<file path="src/rtl/iddr_deser.sv">
`timescale 1ns/1ps
// iddr_deser: DDR input capture with per-lane 1:RATIO deserialisation.
//
// Each lane samples D on both edges of C. Each rising/falling sample pair is
// shifted into a per-lane shift register, and the register is unloaded into Q
// once every RATIO/2 pairs. Q1/Q2 present the raw sample pair, aligned
// according to DDR_CLK_EDGE.
//
// Parameters
//   WIDTH         number of lanes (1..32)
//   RATIO         bits per lane per output word (2, 4 or 8)
//   DDR_CLK_EDGE  "OPPOSITE_EDGE" | "SAME_EDGE" | "SAME_EDGE_PIPELINED"
//   IS_C_INVERTED swap the rising/falling roles of C
//
// Ports
//   C        clock; both edges sample D
//   RN       asynchronous active-low reset
//   CE       capture enable, sampled on every C edge
//   D        serial data, one bit per lane
//   BITSLIP  word-boundary slip request, sampled on the rising edge
//   Q1, Q2   rising/falling sample pair
//   Q        deserialised word; lane i at Q[i*RATIO +: RATIO], MSB oldest
//   Q_VALID  one-cycle strobe marking a new Q word
//
// Optional feature: define IDDR_DESER_BITSLIP_EN to build the slip logic.
// Without it BITSLIP is accepted on the port but has no effect.
module iddr_deser #(
  parameter int unsigned WIDTH         = 4,
  parameter int unsigned RATIO         = 4,
  parameter string       DDR_CLK_EDGE  = "SAME_EDGE_PIPELINED",
  parameter bit          IS_C_INVERTED = 1'b0
) (
  input  logic                   C,
  input  logic                   RN,
  input  logic                   CE,
  input  logic [WIDTH-1:0]       D,
  input  logic                   BITSLIP,
  output logic [WIDTH-1:0]       Q1,
  output logic [WIDTH-1:0]       Q2,
  output logic [WIDTH*RATIO-1:0] Q,
  output logic                   Q_VALID
);

  localparam int unsigned QW    = WIDTH * RATIO;
  localparam int unsigned PAIRS = RATIO / 2;
  localparam int unsigned CNT_W = (PAIRS > 1) ? $clog2(PAIRS) : 1;
  localparam logic [CNT_W-1:0] CNT_LAST = CNT_W'(PAIRS - 1);

  localparam bit MODE_OPP  = (DDR_CLK_EDGE == "OPPOSITE_EDGE");
  localparam bit MODE_SAME = (DDR_CLK_EDGE == "SAME_EDGE");
  // Unrecognised mode strings fall back to the pipelined alignment.
  localparam bit MODE_PIPE = !MODE_OPP && !MODE_SAME;

  // Effective clock: its rising edge is the "rising" role of C.
  logic clk;
  logic rst_n;
  assign clk   = C ^ IS_C_INVERTED;
  assign rst_n = RN;

  logic [WIDTH-1:0] r_q;        // latest rising-edge sample
  logic [WIDTH-1:0] f_q;        // latest falling-edge sample
  logic             primed;     // a rising sample exists since reset
  logic [CNT_W-1:0] cnt;        // pairs already in the current frame
  logic [QW-1:0]    sr;         // per-lane partial frames
  logic [QW-1:0]    sr_next_c;
  logic [QW-1:0]    q_r;
  logic             q_valid_r;
  logic [RATIO-1:0] lane_c;
  logic             shift_c;
  logic             slip_c;
  logic             load_c;

  // Falling-edge capture.
  always_ff @(negedge clk or negedge rst_n) begin
    if (!rst_n) begin
      f_q <= '0;
    end else if (CE) begin
      f_q <= D;
    end
  end

  // A pair is complete only once a rising sample has been taken, so the
  // first enabled rising edge after reset captures but does not shift.
  assign shift_c = CE & primed;

`ifdef IDDR_DESER_BITSLIP_EN
  logic slip_guard;

  // A slip is honoured only on a real shift and never on two edges in a row.
  assign slip_c = shift_c & BITSLIP & ~slip_guard;

  always_ff @(posedge clk or negedge rst_n) begin
    if (!rst_n) begin
      slip_guard <= 1'b0;
    end else begin
      slip_guard <= slip_c;
    end
  end
`else
  logic unused_bitslip;
  assign unused_bitslip = BITSLIP;
  assign slip_c         = 1'b0;
`endif

  // A slipped shift keeps the counter still, so the frame it lands in is one
  // pair longer and the boundary moves two bits later.
  assign load_c = shift_c & ~slip_c & (cnt == CNT_LAST);

  // Next shift-register image: older pair moves up, (r, f) enters at the LSBs.
  always_comb begin
    sr_next_c = sr;
    lane_c    = '0;
    for (int unsigned i = 0; i < WIDTH; i++) begin
      lane_c = sr[i*RATIO +: RATIO];
      lane_c = (lane_c << 2) | RATIO'({r_q[i], f_q[i]});
      sr_next_c[i*RATIO +: RATIO] = lane_c;
    end
  end

  // Rising-edge capture, shift, framing and word output.
  always_ff @(posedge clk or negedge rst_n) begin
    if (!rst_n) begin
      r_q       <= '0;
      primed    <= 1'b0;
      cnt       <= '0;
      sr        <= '0;
      q_r       <= '0;
      q_valid_r <= 1'b0;
    end else begin
      q_valid_r <= load_c;
      if (CE) begin
        r_q    <= D;
        primed <= 1'b1;
      end
      if (shift_c) begin
        sr <= sr_next_c;
      end
      if (shift_c && !slip_c) begin
        cnt <= (cnt == CNT_LAST) ? '0 : cnt + CNT_W'(1);
      end
      if (load_c) begin
        q_r <= sr_next_c;
      end
    end
  end

  assign Q       = q_r;
  assign Q_VALID = q_valid_r;

  // Q1: the rising sample is already a rising-edge register unless the
  // pipelined mode wants it one edge later.
  if (MODE_PIPE) begin : g_q1_pipe
    logic [WIDTH-1:0] q1_r;
    always_ff @(posedge clk or negedge rst_n) begin
      if (!rst_n) begin
        q1_r <= '0;
      end else if (CE) begin
        q1_r <= r_q;
      end
    end
    assign Q1 = q1_r;
  end else begin : g_q1_direct
    assign Q1 = r_q;
  end

  // Q2: opposite-edge mode exposes the falling register itself; the other
  // modes retime the last falling sample onto the rising edge.
  if (MODE_OPP) begin : g_q2_fall
    assign Q2 = f_q;
  end else begin : g_q2_rise
    logic [WIDTH-1:0] q2_r;
    always_ff @(posedge clk or negedge rst_n) begin
      if (!rst_n) begin
        q2_r <= '0;
      end else if (CE) begin
        q2_r <= f_q;
      end
    end
    assign Q2 = q2_r;
  end

endmodule

</file>
<file path="config.mk">
export PLATFORM = sky130hd
export DESIGN_NAME = iddr_deser
export DESIGN_NICKNAME = d
export VERILOG_FILES = /design/src/rtl/iddr_deser.sv
export SDC_FILE = /design/constraint.sdc
export NUM_CORES = 1
export LEC_CHECK = 0
export BUFFER_PORTS_ARGS = -buffer_cell sky130_fd_sc_hd__buf_2
export CELL_PAD_IN_SITES_DETAIL_PLACEMENT = 0
export CELL_PAD_IN_SITES_GLOBAL_PLACEMENT = 1
export CORE_ASPECT_RATIO = 2
export CORE_MARGIN = 4
export CORE_UTILIZATION = 40
export CTS_CLUSTER_DIAMETER = 120
export CTS_CLUSTER_SIZE = 8
export DETAILED_ROUTE_END_ITERATION = 7
export GPL_ROUTABILITY_DRIVEN = 0
export HOLD_SLACK_MARGIN = 0.12
export PLACE_DENSITY_LB_ADDON = 0.1
export SLEW_MARGIN = 40
export SYNTH_ARGS = -nofsm -noshare
export SYNTH_HDL_FRONTEND = slang
export SYNTH_SLANG_ARGS = --single-unit
</file>
<file path="constraint.sdc">
create_clock -name C -period 1.55 [get_ports C]
set_input_delay 0.31 -clock C [delete_from_list [all_inputs] [get_ports C]]
set_output_delay 0.31 -clock C [all_outputs]
set_load 0.03 [all_outputs]
</file>
* Word-level counts from Yosys, hierarchy flattened
Cells that the tools add are included.
Widths: inputs -> output; s select.
** Cells by class
- Shift-type cells :: 0
- Bitwise operators :: 6
- Muxes and demuxes :: 1
- Equal/unequal tests :: 0
- Divide/modulo/power cells :: 0
- $mul :: 0
- Reduce and logical (&&, ||, !) cells :: 0
- Order comparisons :: 0
- Add/sub/neg operators :: 1
** Operators with widths (count)
- $or 4x2->4 :: 4
- $and 1x1->1 :: 2
- $add 1x1->1 const B :: 1
- $mux 1 :: 1
** Storage, ports and cells
- Latch bits :: 0
- ROM bits :: 0
- Bits in writable memories :: 0
- Bits in registers :: 49
- Memories kept :: 0
- Input port bits :: 8
- Output and inout port bits :: 25

* Logic depth before layout (Yosys ltp)
Gate-level depths: netlist of run 1.
- Depth in word-level cells :: 2
- Gate-level depth with buffers :: 4

==> metrics, run 1 <==
register area share after synthesis 0.6620; IO Port Bufs 31; Synth Area in Compound Gates 0.02463; cell taking the most area after synthesis dfrtp_1; cell chain of the critical path mux2_4; initial antenna violation count 0; layout cells sized above 1 0.5867; Worst path depth 1; TritonCTS buffer count 5; first-pass GRT wire length 4.767 mm; Clk pwr share 0.234; largest net degree at the start of global routing 18; Gate power share 0.345; Root Driver clkbuf_8; worst path arrival time 1.72 ns; Mapped Cells 104; Crit-path slowest cell dfrtn_1; CP peak stage delay 0.38 ns; Hold Slack 0.2407 ns; Rel. slew slack 0.7847; element type at the critical path end flop; Clock transition at path regs 0.08 ns; Final Util 0.5274; Setup CP Type flop to flop; final setup vio count 2; R2R depth 1; top cells by area, synth dfrtp_1, mux2_2, mux2_4; diode count 0; max cap viols 0; Chip Width 53.08 µm; CP top delay family flip-flops; number of I/O pins 33; synthesized area 0.001625 mm²; area delta synth->final 26.02%; simple-gate share of the synthesized area 0.02771; worst vdd ir 0.001171 V; nets 157; total gr overflow 0; Netlist cell types 15; Critical Path Start Type flop; Final Max Slew Viols 0; TritonCTS clock tree done; DR DRC count 0; PwrDens 1840 mW/mm²; latest clock arrival within the worst-skew pair 0.29 ns; clk sink count 43; initial drt markers 6; Std-Cell Rows 32; Syn Area/Cell 15.63 µm²; min-delay worst type input port to flop; number of global-route vias before repair 998; Initial Util 0.4185; switching share of power 0.3421; switching pwr 1.289 mW; Die Span Y 98.15 µm; outcome finished with violations; routed vias 919; Data required, critical path 1.72 ns; worst reg2reg path endpoint sr[4]; syn_nets 112; Detail Route Antenna Nets 0; H-tree levels 2; Die ar. 0.005209 mm²; Pleak 1.041 nW; Setup crit end sr[4]; Final Hold Vio Count 0; first-pass iteration count of the detailed router 4; DP Wirelength 2.026 mm; Placeable Area 0.003884 mm²; Finished Layout Cells 201; worst r2r src f_q[1]; synth warn 0; failing checks negative setup slack; TNS Setup -0.001657 ns; Yosys top cell area share 0.6005; Worst Path Buf+Inv 0; Worst Skew 0.009455 ns; P_int 2.480 mW; xor/xnor share of the synthesized area 0.005389; unrepaired setup endpoints after global routing true; Reg power frac 0.421; r2r setup slk -0.001 ns; worst-path fanout max 4; setup ws final -0.001071 ns; drt wl/cell 14.03 µm; Cells after DPL 190; number of vias per cell 4.572; gr usage total 0.1266; clk buf depth 2; Adder-Cell Fraction of Synth Area 0; largest family of logic cells by synthesized area multiplexers; mux cell area share after synthesis 0.2425; Worst Tran Pin Value 0.3229 ns; crit path launch f_q[1]; fillcell total 376; Seq cells post-synth 43; final wirelength 2.820 mm
==> layer usage <==
layer | vias up | part of all wire | track usage
li1 | 432 | - | -
met1 | 459 | 0.41 | 0.1525
met2 | 22 | 0.52 | 0.1983
met3 | 6 | 0.040 | 0.03359
met4 | 0 | 0.026 | 0.07087
met5 | - | 0 | 0
==> timing repair <==
item,4_1_cts,5_1_grt
setup buffers,0,2
gates resized for setup,0,5
hold buffers,1,0
setup endpoints to repair,0,11
endpoints found under the hold margin,5,0
==> cells in the mapped netlist <==
| master | count |
|---|---|
| dfrtp_1 | 39 |
| mux2_2 | 23 |
| inv_1 | 9 |
| mux2_4 | 9 |
| o21ai_0 | 8 |
| dfrtn_1 | 4 |
| nand2_1 | 4 |
| buf_2 | 1 |
| buf_4 | 1 |
| buf_6 | 1 |
| clkbuf_1 | 1 |
| nand2_2 | 1 |
| nand3_4 | 1 |
| or2_2 | 1 |
| xnor2_1 | 1 |
==> flip-flops by register name, indices dropped and copies added, names as in the netlist <==
register / count
cnt: 1
Q: 16
Q1: 4
Q2: 4
primed: 1
sr: 8
Q_VALID: 1
r_q: 4
f_q: 4
==> worst min-delay path by stage <==
stage	slack, ns	start	end	depth (start not counted)
after floorplan	0.01	RN	Q1[0]	0
after global placement	0.21	RN	sr[1]	1
after detailed placement	0.21	RN	Q[3]	1
after CTS	0.24	D[3]	r_q[3]	3
after global routing	0.26	D[0]	r_q[0]	3
final	0.24	D[2]	r_q[2]	3
==> through the flow <==
stage               power [mW]  instance area, µm²  setup slack [ns]
global placement         2.881                1887          -0.07169
finish                   3.769                2048         -0.001071
floorplan                2.547                1655          -0.06091
global route             3.976                2048          -0.01720
detailed placement       2.917                1887          -0.09905
CTS                      3.807                2014          0.005549
==> power by group through the flow <==
stage	clock [mW]	combinational, mW	sequential [mW]
6_report	0.881	1.30	1.59
5_1_grt	0.960	1.39	1.63
4_1_cts	0.908	1.31	1.59
3_5_place_dp	0	1.30	1.61
3_3_place_gp	0	1.28	1.60
2_1_floorplan	0	0.467	2.08
==> kinds of logic after synthesis <==
| logic type | Yosys count |
|---|---|
| AND/OR/NAND/NOR | 7 |
| XOR/XNOR | 1 |
| multiplexers | 32 |
| AO/OA/AOI/OAI | 8 |
| buffers and inverters | 13 |
| flip-flops | 43 |
==> cell usage in the layout, fill, tap and decap left out <==
master / instances
or2_2: 1
nand3_4: 1
nand2_2: 5
xnor2_1: 1
bufinv_16: 1
clkinv_2: 1
clkbuf_8: 6
mux2_2: 18
dfrtp_1: 39
mux2_4: 14
dfrtn_1: 4
o21ai_1: 4
dlygate4sd3_1: 1
inv_1: 9
buf_4: 10
buf_2: 31
o21ai_0: 4
==> worst min-delay path, stage by stage <==
cell and delay, ns:
buf_2 0.08, nand2_2 0.04, o21ai_0 0.06
==> final cells by class <==
cell class,instances,area (µm²),share of cell area
clock buffers,6,82.58,0.04032
inverters,9,33.78,0.01649
repair buffers,42,240.2,0.1173
well taps,51,63.81,0.03115
clock inverters,2,35.03,0.01710
multi-input cells,48,516.7,0.2523
flip-flops and latches,43,1076,0.5254
Note: power is estimated with default switching activity, not from simulation.
==> run 2, diff against run 1 <==
Settings changed: CORE_UTILIZATION 40 to 39.
Clock period 1.55 ns to 1.4 ns, I/O delays scaled along.
==> run 2 against run 1 <==
  * The run still ends with negative setup slack left
  * Clock skew decreased by 0.0032 ns
  * Clock power fell by 3.7%
  * Sequential share of layout area decreased by 0.22 points
  * Critical path depth unchanged
  * Sequential power grew 11%
  * Critical endpoint is now Q[12]
  * Largest cell class unchanged
  * Largest power group unchanged
  * Highest routed layer unchanged
==> metrics, run 2 (synthesized netlist as in run 1, its figures left out) <==
outcome finished with violations; failing checks negative setup slack; DP Wirelength 2.020 mm; metal3 WL 151 µm; clk buf depth 2; unrepaired setup endpoints after global routing true; final setup vio count 12; Hold Crit Depth 3; Clock transition at path regs 0.08 ns; Placeable Area 0.004046 mm²; number of vias per cell 4.708; IO Port Bufs 31; TritonCTS buffer count 5; Worst Path Buf+Inv 0; largest net degree at the start of global routing 17; Final Hold Vio Count 0; wire length on met2 1.449 mm; r2r setup slk -0.09 ns; Std-Cell Rows 33; fillcell total 383; area delta synth->final 26.56%; layout cells sized above 1 0.5800; routed vias 951; max cap viols 0; setup ws final -0.08599 ns; gr usage total 0.1344; Crit-path slowest cell dfrtn_1; Rel. slew slack 0.7781; latest clock arrival within the worst-skew pair 0.29 ns; Endpoint, Worst Hold r_q[3]; CP peak stage delay 0.38 ns; R2R depth 1; worst-path fanout max 4; Pleak 1.042 nW; Final Util 0.5083; Post-Place Setup Slack -0.1748 ns; Hold Crit Start D[3]; H-tree levels 2; worst path arrival time 1.66 ns; Detail Route Antenna Nets 0; final wirelength 2.939 mm; total gr overflow 0; Final Max Slew Viols 0; TritonCTS clock tree done; number of flip-flops in the largest register 16; Worst Tran Pin Value 0.3328 ns; diode count 0; cell chain of the critical path mux2_4; number of global-route vias before repair 1,023; worst vdd ir 0.001062 V; Initial Util 0.4017; top routing layer used met4; Worst Skew 0.006236 ns; commonest non-fill, non-tap cell in the layout dfrtp_1; element type at the critical path end flop; drt wl/cell 14.55 µm; Die ar. 0.005327 mm²; first-pass GRT wire length 5.119 mm; nets 157; Total Power 4.118 mW; Chip Width 53.65 µm; min-delay worst type input port to flop; DR DRC count 0; post-route cell area 0.002057 mm²; worst reg2reg path endpoint Q[12]; Die Span Y 99.30 µm; Root Driver clkbuf_8; CP top delay family flip-flops; initial antenna violation count 0; Setup CP Type flop to flop; Critical Path Start Type flop; number of I/O pins 33; Area after DPL 0.001913 mm²; wl on met1 1.274 mm; first-pass iteration count of the detailed router 3; clk sink count 43; PwrDens 2002 mW/mm²; Data required, critical path 1.58 ns; worst r2r src f_q[3]; initial drt markers 7; most frequent cells in the layout dfrtp_1, buf_2, mux2_2
run 2: cell types whose count changed in the layout (fill, tap and decap cells not counted), sizes merged:
| cell | delta |
|---|---|
| bufinv | -1 |
| clkbuf | +2 |
| clkinv | -1 |
run 2: worst max-delay path by stage:
stage | slack (ns) | endpoint | cells after the start | from
finish | -0.09 | Q[12] | 1 | f_q[3]
global placement | -0.15 | f_q[2] | 2 | CE
CTS | -0.09 | Q[12] | 1 | f_q[3]
global route | -0.10 | Q[12] | 1 | f_q[3]
floorplan | -0.11 | f_q[3] | 4 | CE
detailed placement | -0.17 | f_q[2] | 2 | CE
run 2: repair_timing:
action | 4_1_cts | 5_1_grt
gates resized for setup | 2 | 3
hold endpoints to repair | 7 | 0
endpoints found under the setup margin | 12 | 12
buffers inserted | 1 | 1
hold buffers | 1 | 0
cloned | 0 | 0
run 2: report_power, final:
part | switching, mW | total (mW) | internal (mW)
Combinational | 0.862 | 1.51 | 0.648
Sequential | 0.184 | 1.76 | 1.58
Clock | 0.398 | 0.848 | 0.450
run 2: per-stage QoR:
step	hold slack, ns	setup TNS [ns]	instances
final	0.2164	-0.7478	202
after global routing	0.2231	-0.9600	202
after CTS	0.2058	-0.7503	201
after detailed placement	0.2000	-2.052	191
after global placement	0.1981	-1.574	191
after floorplan	-0.01559	-0.5952	104
run 2: area by class of cell:
cell class	instances	area, µm²	share of cell area
clock buffers	8	100.1	0.04866
inverters	9	33.78	0.01642
multi-input cells	48	516.7	0.2512
flip-flops and latches	43	1076	0.5231
well taps	52	65.06	0.03163
repair buffers	42	265.3	0.1290
run 2: routing by layer:
metal,track usage,vias to the layer above
met5,0,-
met4,0.06496,0
met3,0.03598,5
met2,0.2053,25
li1,-,438
met1,0.1721,483
==> run 3, diff against run 2 <==
Settings changed: CORE_UTILIZATION 39 to 40, GPL_TIMING_DRIVEN set to 0.
Clock period 1.4 ns to 1.6 ns, I/O delays scaled along.
==> run 3 against run 2 <==
  * Utilization shrank 0.062 points
  * Critical path type unchanged
  * Sequential share of layout area is 2.3 points higher
  * Final cell count shrank 4.5%
  * Global-route usage fell by 0.084 points
  * Register-to-register slack gained 0.12 ns
  * Non-clock buffer count shrank 8
  * Total power down 15%
  * The run now ends clean
  * Clock power decreased by 13%
  * Via count fell by 7.2%
==> metrics, run 3 (synthesized netlist as in run 1, its figures left out) <==
outcome complete, no violations; CP peak stage delay 0.37 ns; Final Max Slew Viols 0; Final Hold Vio Count 0; Setup CP Type flop to flop; post-cts resize count 0; number of global-route vias before repair 994; first-pass iteration count of the detailed router 2; Critical Path Start Type flop; Pleak 0.9819 nW; Clk pwr share 0.209; Crit-path slowest cell dfrtn_1; DR DRC count 0; first-pass GRT wire length 4.981 mm; P_int 2.281 mW; Chip Width 53.08 µm; switching pwr 1.235 mW; DP Wirelength 1.970 mm; latest clock arrival within the worst-skew pair 0.29 ns; Initial Util 0.4185; most frequent cells in the layout dfrtp_1, buf_2, mux2_2; Std-Cell Rows 32; area delta synth->final 21.32%; switching share of power 0.3511; fillcell total 375; Clock transition at path regs 0.08 ns; number of vias per cell 4.575; unrepaired setup endpoints after global routing false; min-delay worst type input port to asynchronous set/reset pin; Finished Layout Cells 193; register area 0.001076 mm²; Data required, critical path 1.77 ns; drt wl/cell 14.69 µm; Die ar. 0.005209 mm²; Reg power frac 0.437; number of I/O pins 33; IO Port Bufs 30; nets 149; number of flip-flops in the largest register 16; commonest non-fill, non-tap cell in the layout dfrtp_1; gr usage total 0.1335; PwrDens 1783 mW/mm²; final setup vio count 0; worst-path fanout max 4; element type at the critical path end flop; Die Span Y 98.15 µm; clk sink count 43; largest net degree at the start of global routing 44; layout cells sized above 1 0.5634; TritonCTS buffer count 5; max cap viols 0; clk buf depth 2; Root Driver clkbuf_8; Placeable Area 0.003884 mm²; initial antenna violation count 0; Detail Route Antenna Nets 0; Worst Skew 0.007306 ns; initial drt markers 9; worst path arrival time 1.74 ns; TritonCTS clock tree done; H-tree levels 2; post-CTS setup buffer count 0; footprint of the multi-input gates 498.0 µm²; CP top delay family flip-flops; Worst Tran Pin Value 0.5348 ns; worst vdd ir 0.0008410 V; Gate power share 0.354; Worst Path Buf+Inv 0; cell chain of the critical path mux2_2; final wirelength 2.836 mm; Rel. slew slack 0.6435; routed vias 883; diode count 0; total gr overflow 0; Cells after DPL 185; Final Util 0.5077
## run 3: cell count changes in the layout (fill, tap and decap cells not counted), moves of 2 or more
| cell | previous run | this run |
|---|---|---|
| buf_4 | 8 | 2 |
| mux2_4 | 14 | 9 |
| buf_12 | 2 | 0 |
| buf_2 | 31 | 29 |
| mux2_2 | 18 | 23 |
## run 3: layout make-up
| class | count | share of cell area |
|---|---|---|
| buffer | 4 | 0.02411 |
| timing repair buffer | 30 | 0.07741 |
| clock buffer | 8 | 0.05076 |
| multi-input combinational | 48 | 0.2525 |
| sequential | 43 | 0.5457 |
| inverter | 9 | 0.01713 |
| tap | 51 | 0.03236 |
## run 3: through the flow
stage,area [µm²],setup TNS [ns],hold slack (ns),total power [mW],worst slack (ns)
floorplan,1655,-0.1805,0.02441,2.467,-0.04591
global placement,1869,-1.159,0.4848,2.800,-0.2139
detailed placement,1872,-0.3479,0.3449,2.832,-0.09168
CTS,1972,0,0.01814,3.589,0.03473
global route,1972,0,0.03884,3.733,0.01136
finish,1972,0,0.01227,3.516,0.03515
## run 3: path summary, 6_finish.rpt
| path | startpoint | endpoint | slack [ns] | cells past startpoint |
|---|---|---|---|---|
| max | f_q[2] | Q2[2] | 0.04 | 1 |
| min | RN | Q_VALID | 0.01 | 1 |
| max reg2reg | f_q[2] | Q2[2] | 0.04 | 1 |
| min reg2reg | Q[15] | Q[15] | 0.50 | 1 |
| max in group asynchronous | RN | f_q[1] | 0.50 | 1 |
| min in group C | D[0] | r_q[0] | 0.26 | 3 |
## run 3: layer usage
layer	share of wire	global-route usage	vias to the layer above
met5	0	0	-
met1	0.40	0.1574	437
met3	0.041	0.03817	7
met4	0.028	0.07087	0
met2	0.53	0.2126	22
li1	-	-	417
## run 3: power groups by stage
stage	clock, mW	sequential [mW]	combinational (mW)
after detailed placement	0	1.56	1.27
after CTS	0.776	1.54	1.27
after global routing	0.823	1.58	1.33
final	0.734	1.54	1.25
after global placement	0	1.54	1.26
after floorplan	0	2.01	0.452
